$ cat src/rtl/rf_pkg.sv
// ---------------------------------------------------------------------------
// rf_pkg
// Shared types and helpers for the rf_riscv_mp register file slice.
//   rf_state_e      : clear-engine state (RF_CLEAR while the array is being
//                     zeroed, RF_READY once it holds valid data)
//   RF_DEFAULT_*    : default geometry of the integer register file
//   rfSliceLo()     : low bit offset of port k inside a packed port bus
// ---------------------------------------------------------------------------
package rf_pkg;

    typedef enum logic {
        RF_CLEAR = 1'b0,
        RF_READY = 1'b1
    } rf_state_e;

    localparam int RF_DEFAULT_DATA_W   = 32;
    localparam int RF_DEFAULT_DEPTH    = 32;
    localparam int RF_DEFAULT_NUM_READ = 2;

    // Packed multi-port buses place port k at [k*width +: width].
    function automatic int rfSliceLo(input int port, input int width);
        return port * width;
    endfunction

endpackage

$ cat src/rtl/rf_clear_fsm.sv
// ---------------------------------------------------------------------------
// rf_clear_fsm
// Sequential clear engine for the register file. After reset, or when
// clear_i is seen, it walks the array one address per clock and emits a
// zero-write strobe for each. ready_o goes high once the last address has
// been written.
//   clk_i        in   clock
//   rst_ni       in   asynchronous active-low reset
//   clear_i      in   request (or restart) of a full sweep
//   ready_o      out  1 = array valid, 0 = sweep in progress
//   clearWe_o    out  zero-write strobe for the array
//   clearAddr_o  out  address being zeroed
// ---------------------------------------------------------------------------
module rf_clear_fsm
    import rf_pkg::*;
#(
    parameter  int DEPTH    = RF_DEFAULT_DEPTH,
    parameter  int ZERO_REG = 1,
    localparam int ADDR_W   = $clog2(DEPTH)
) (
    input  logic              clk_i,
    input  logic              rst_ni,
    input  logic              clear_i,
    output logic              ready_o,
    output logic              clearWe_o,
    output logic [ADDR_W-1:0] clearAddr_o
);

    // When register 0 is hardwired it never needs clearing, so the sweep
    // starts one address higher.
    localparam logic [ADDR_W-1:0] FIRST = (ZERO_REG != 0) ? ADDR_W'(1) : '0;
    localparam logic [ADDR_W-1:0] LAST  = ADDR_W'(DEPTH - 1);

    rf_state_e         state_q, state_d;
    logic [ADDR_W-1:0] cnt_q, cnt_d;

    // State register and sweep pointer. Reset drops straight back into a
    // fresh sweep, so stale array contents are never exposed.
    always_ff @(posedge clk_i or negedge rst_ni) begin
        if (!rst_ni) begin
            state_q <= RF_CLEAR;
            cnt_q   <= FIRST;
        end else begin
            state_q <= state_d;
            cnt_q   <= cnt_d;
        end
    end

    // Next-state logic. A clear request always rewinds the pointer and
    // suppresses the zero-write on that edge. The pointer parks on the last
    // address instead of wrapping when the sweep finishes.
    always_comb begin
        state_d     = state_q;
        cnt_d       = cnt_q;
        clearWe_o   = 1'b0;
        clearAddr_o = cnt_q;
        case (state_q)
            RF_CLEAR: begin
                if (clear_i) begin
                    cnt_d = FIRST;
                end else begin
                    clearWe_o = 1'b1;
                    if (cnt_q == LAST) begin
                        state_d = RF_READY;
                    end else begin
                        cnt_d = cnt_q + 1'b1;
                    end
                end
            end
            RF_READY: begin
                if (clear_i) begin
                    state_d = RF_CLEAR;
                    cnt_d   = FIRST;
                end
            end
            default: begin
                state_d = RF_CLEAR;
                cnt_d   = FIRST;
            end
        endcase
    end

    assign ready_o = (state_q == RF_READY);

endmodule

$ cat src/rtl/rf_riscv_mp.sv
// ---------------------------------------------------------------------------
// rf_riscv_mp
// Parametrised multi-port integer register file for the decode stage.
// One synchronous write port (from write-back), NUM_READ combinational read
// ports (to the operand muxes), optional hardwired-zero x0, and a clear
// engine that zeroes the array after reset or on request.
//   clk_i           in   clock
//   rst_ni          in   asynchronous active-low reset
//   clear_i         in   request to zero the whole array
//   ready_o         out  1 = array valid and writes accepted
//   write_enable_i  in   write strobe (ignored while clearing)
//   write_addr_i    in   write address
//   write_data_i    in   write data
//   read_addr_i     in   packed read addresses, port k at [k*ADDR_W +: ADDR_W]
//   read_data_o     out  packed read data, port k at [k*DATA_W +: DATA_W]
// Build option: define RF_BYPASS_EN to forward same-cycle write data to
// read ports addressing the register being written.
// ---------------------------------------------------------------------------
module rf_riscv_mp
    import rf_pkg::*;
#(
    parameter  int DATA_W   = RF_DEFAULT_DATA_W,
    parameter  int DEPTH    = RF_DEFAULT_DEPTH,
    parameter  int NUM_READ = RF_DEFAULT_NUM_READ,
    parameter  int ZERO_REG = 1,
    localparam int ADDR_W   = $clog2(DEPTH)
) (
    input  logic                       clk_i,
    input  logic                       rst_ni,
    input  logic                       clear_i,
    output logic                       ready_o,
    input  logic                       write_enable_i,
    input  logic [ADDR_W-1:0]          write_addr_i,
    input  logic [DATA_W-1:0]          write_data_i,
    input  logic [NUM_READ*ADDR_W-1:0] read_addr_i,
    output logic [NUM_READ*DATA_W-1:0] read_data_o
);

    logic [DATA_W-1:0] mem [DEPTH];

    logic              ready;
    logic              clearWe;
    logic [ADDR_W-1:0] clearAddr;
    logic              userWe;
    logic              memWe;
    logic [ADDR_W-1:0] memAddr;
    logic [DATA_W-1:0] memData;

    rf_clear_fsm #(
        .DEPTH    (DEPTH),
        .ZERO_REG (ZERO_REG)
    ) uClearFsm (
        .clk_i       (clk_i),
        .rst_ni      (rst_ni),
        .clear_i     (clear_i),
        .ready_o     (ready),
        .clearWe_o   (clearWe),
        .clearAddr_o (clearAddr)
    );

    assign ready_o = ready;

    // A user write only lands when the array is valid; writes to a
    // hardwired x0 are dropped here so the bypass path also ignores them.
    always_comb begin
        userWe = ready && write_enable_i &&
                 !((ZERO_REG != 0) && (write_addr_i == '0));
    end

    // Single array write port shared by the clear engine and write-back.
    // The two never collide: the engine only writes while not ready.
    always_comb begin
        memWe   = clearWe | userWe;
        memAddr = write_addr_i;
        memData = write_data_i;
        if (clearWe) begin
            memAddr = clearAddr;
            memData = '0;
        end
    end

    // The storage itself carries no reset; the clear engine zeroes it.
    always_ff @(posedge clk_i) begin
        if (memWe) begin
            mem[memAddr] <= memData;
        end
    end

    for (genvar k = 0; k < NUM_READ; k++) begin : gRead
        localparam int ALO = rfSliceLo(k, ADDR_W);
        localparam int DLO = rfSliceLo(k, DATA_W);

        logic [ADDR_W-1:0] rAddr;
        logic [DATA_W-1:0] rData;

        assign rAddr = read_addr_i[ALO +: ADDR_W];

        // Independent read mux per port. The zero rules are applied last so
        // they override both stored data and any forwarded write data.
        always_comb begin
            rData = mem[rAddr];
`ifdef RF_BYPASS_EN
            if (userWe && (rAddr == write_addr_i)) begin
                rData = write_data_i;
            end
`endif
            if (!ready || ((ZERO_REG != 0) && (rAddr == '0))) begin
                rData = '0;
            end
        end

        assign read_data_o[DLO +: DATA_W] = rData;
    end

endmodule

$ cat config.mk
export PLATFORM = sky130hd
export DESIGN_NAME = rf_riscv_mp
export DESIGN_NICKNAME = d
export VERILOG_FILES = /design/src/rtl/rf_pkg.sv /design/src/rtl/rf_clear_fsm.sv /design/src/rtl/rf_riscv_mp.sv
export SDC_FILE = /design/constraint.sdc
export NUM_CORES = 1
export LEC_CHECK = 0
export CAP_MARGIN = 20
export CORE_ASPECT_RATIO = 1.5
export CORE_MARGIN = 5
export CORE_UTILIZATION = 62
export DETAILED_ROUTE_END_ITERATION = 16
export PLACE_DENSITY = 0.82
export SYNTH_ARGS = -nofsm -noshare
export SYNTH_HDL_FRONTEND = slang
export SYNTH_HIERARCHICAL = 1
export SYNTH_SLANG_ARGS = --single-unit
export TNS_END_PERCENT = 1
$ cat constraint.sdc
create_clock -name clk_i -period 4.4 [get_ports clk_i]
set_input_delay 0.66 -clock clk_i [delete_from_list [all_inputs] [get_ports clk_i]]
set_output_delay 0.66 -clock clk_i [all_outputs]
set_load 0.05 [all_outputs]
==> impl_metrics.yaml <==
route:
  vias: 28580
  wire_per_inst_um: 40.34
  drt_iter0_drc: 4637
  drc: 0
  via_per_inst: 7.867
  final_antenna_net_count: 0
  drt_wl_total_um: 146500
  firstDrtPassIters: 7
final_layout:
  layout_commonest_cell: "edfxtp_1"
  drive_above_1_share_pct: 34.94
  nets: 2597
  areaGrowthSynthToFinish_pct: 14.63
  finalInstanceArea_um2: 54720
  layout_common_cells: "1024 x edfxtp_1, 448 x mux4_2, 256 x mux2i_1"
setup_path:
  required_ns: 3.74
  slowest_stage: "nor2b_4"
  slowest_delay_ns: 0.65
  arrival_ns: 3.76
  crit_chain: "clkdlybuf4s50_1 > buf_4 > nor2b_4 > buf_4 > a22o_1 > a2111oi_0 > a211oi_1 > buf_4 > buf_4"
  crit_path_end_kind: "output pin"
  path_class: "input pin to output pin"
  critPathLaunchType: "input pin"
  path_max_fanout: 14
  cpMostUsedCell: "buf_4"
logic_synthesis:
  synth_cell_types: 49
  syn_inst: 2348
  syn_area_per_cell_um2: 20.33
  async_reset_ff_share_pct: 0.5825
  synthesis.nets: 2401
  yosysSeqAreaShare_pct: 64.73
  synth-seq-cells: 1030
  synth-main-ff-cell: "edfxtp_1"
  synth_edf_count: 1024
  ys_warn_count: 6
  syn_area_um2: 47740
clock_network:
  clockBufferDepth: 3
  cts_tree: "done"
  cts.htree.levels: 3
  clock_latency_ns: 0.67
  postCtsHoldBufs: 0
  clkSlewWorstSetupHoldPaths_ns: 0.06
  cts_root_buf: "clkbuf_16"
  cts_resized: 0
  cts_buffers: 94
  post-cts-setup-buffers: 0
  cts_sinks: 1030
flow_run:
  max-cap-violations: 0
placed_design:
  place_area_um2: 51580
  dp_hpwl_um: 85230
  io_buffers: 115
  pre_cts_slack_ns: 0.1078
  gp_congestion: 0.8860
die:
  die_h_um: 349.8
  dieWidth_um: 236.6
  die_area_um2: 82760
  ioPinCount: 116
  coreArea_um2: 76330
  rows: 124
  initial_core_util_pct: 62.54
sta:
  relSlewSlack_pct: 24.51
  fmax_mhz: 226.4
  hold_violations: 0
  slew_violations: 0
  fin_skew_ns: 0.02981
  fin_crit_ns: 4.418
  rsz0062_at_grt: "false"
  fin_ws_ns: -0.01753
  finalSetupViolations: 1
  period_share_pct: 100.4
  fin_tns_setup_ns: -0.01753
  tightest_slew_ns: 1.132
global_route:
  antenna_found_initial: 2
  first_global_vias: 29900
  grt_max_degree: 139
  grt.total_usage_pct: 35.33
  grt_pass1_wl_um: 209400
  overflow: 0
outcome:
  status: "complete, but fails checks"
  violations: "negative setup slack"
pwr:
  ir_worst_vdd_uv: 376.3
  finalPower_mw: 20.77
  power.density_nw_per_um2: 379.5
  leakagePower_nw: 17.90
min_path:
  hold_path_class: "input pin to async pin"
[synthesized netlist by cell type, types with 2 or more instances]
library cell  count  area (µm²)
a2111oi_0        12       105.1
a2111oi_2        19       285.3
a211oi_1         31       232.7
a21oi_1          33       165.2
a22o_1           31       271.5
a22oi_1          31       232.7
and3_1            2       12.51
buf_1             5       18.77
buf_2            69       345.3
buf_4            13       97.59
buf_6            25       281.5
clkbuf_1         80       300.3
dfrtp_1           5       125.1
edfxtp_1       1024       30750
ha_1              2       25.02
inv_1             3       11.26
mux2_2            2       22.52
mux2i_1         256        2562
mux4_2          448       10090
nand2_1          18       67.56
nand2b_1          4       25.02
nand3_1           3       15.01
nand3b_1          4       30.03
nor2_1           37       138.9
nor2b_1          34       212.7
nor3_1            2       10.01
nor4_1            2       12.51
o21ai_0           3       15.01
o221ai_1         63       551.8
o22a_1           32       280.3
o22ai_1          34       212.7
o32ai_1           2       17.52
or3b_1            2       17.52
xnor2_1           2       17.52
[sequential cells by signal, summed over array words and instances, names as in the netlist]
register               count
mem                     1024
uClearFsm/ready_o          1
uClearFsm/clearAddr_o      5
[stage by stage]
step | hold slack (ns) | utilization [%] | instances
2_1_floorplan | 0.3644 | - | 2348
3_3_place_gp | 0.5704 | 67.57 | 3447
3_5_place_dp | 0.6023 | 67.57 | 3447
4_1_cts | 0.2264 | 71.48 | 3621
5_1_grt | 0.2508 | 71.67 | 3630
6_report | 0.2291 | 71.68 | 3633
[critical path, delay by kind of cell]
kind / cells / cell delay (ns)
buffers and inverters: 5 / 1.55
AND/OR/NAND/NOR: 1 / 0.65
AO/OA/AOI/OAI: 3 / 0.88
[worst paths after layout]
check	from	endpoint	slack, ns	depth (start not counted)
worst max-delay path	read_addr_i[3]	read_data_o[3]	-0.02	9
worst min-delay path	rst_ni	uClearFsm/clearAddr_o[3]	0.23	1
worst max register to register	uClearFsm/ready_o	mem[25][19]	1.05	6
worst min register to register	uClearFsm/clearAddr_o[4]	uClearFsm/clearAddr_o[4]	0.63	2
max in group asynchronous	rst_ni	uClearFsm/clearAddr_o[0]	3.89	1
min in group clk_i	uClearFsm/clearAddr_o[4]	uClearFsm/clearAddr_o[4]	0.63	2
[per-layer routing]
metal	vias up	global-route usage (%)	routed length [µm]
met5	-	0	0
met4	0	25.41	13560
met3	729	8.443	18090
met2	2592	57.09	71170
met1	14540	42.04	43730
li1	10720	-	-
[cells by family (layout without fill, tap and decap cells)]
| family | Yosys count | after routing | share of synthesized area (%) |
|---|---|---|---|
| compound gates | 295 | 295 | 5.046 |
| xor+xnor | 2 | 2 | 0.03670 |
| fa+ha+maj | 2 | 2 | 0.05241 |
| buf+inv | 195 | 469 | 2.210 |
| flops | 1030 | 1030 | 64.73 |
| mux | 708 | 708 | 26.64 |
| other cells | 0 | 3 | 0 |
| simple gates | 116 | 116 | 1.284 |
[layout make-up]
| type | instances | area, µm² |
|---|---|---|
| flip-flops and latches | 1030 | 30900 |
| fillers | 4304 | 21620 |
| multi-input cells | 1123 | 16120 |
| repair buffers | 292 | 3430 |
| clock buffers | 116 | 2456 |
| well taps | 1008 | 1261 |
| clock inverters | 58 | 528.0 |
| inverters | 3 | 11.26 |
| diodes | 3 | 7.507 |
[where the power goes]
group | switching, mW | internal (mW)
clock | 3.62 | 4.45
combinational | 1.00 | 0.732
sequential | 0.0527 | 10.9
total | 4.68 | 16.1
Note: power is estimated with default switching activity, not from simulation.
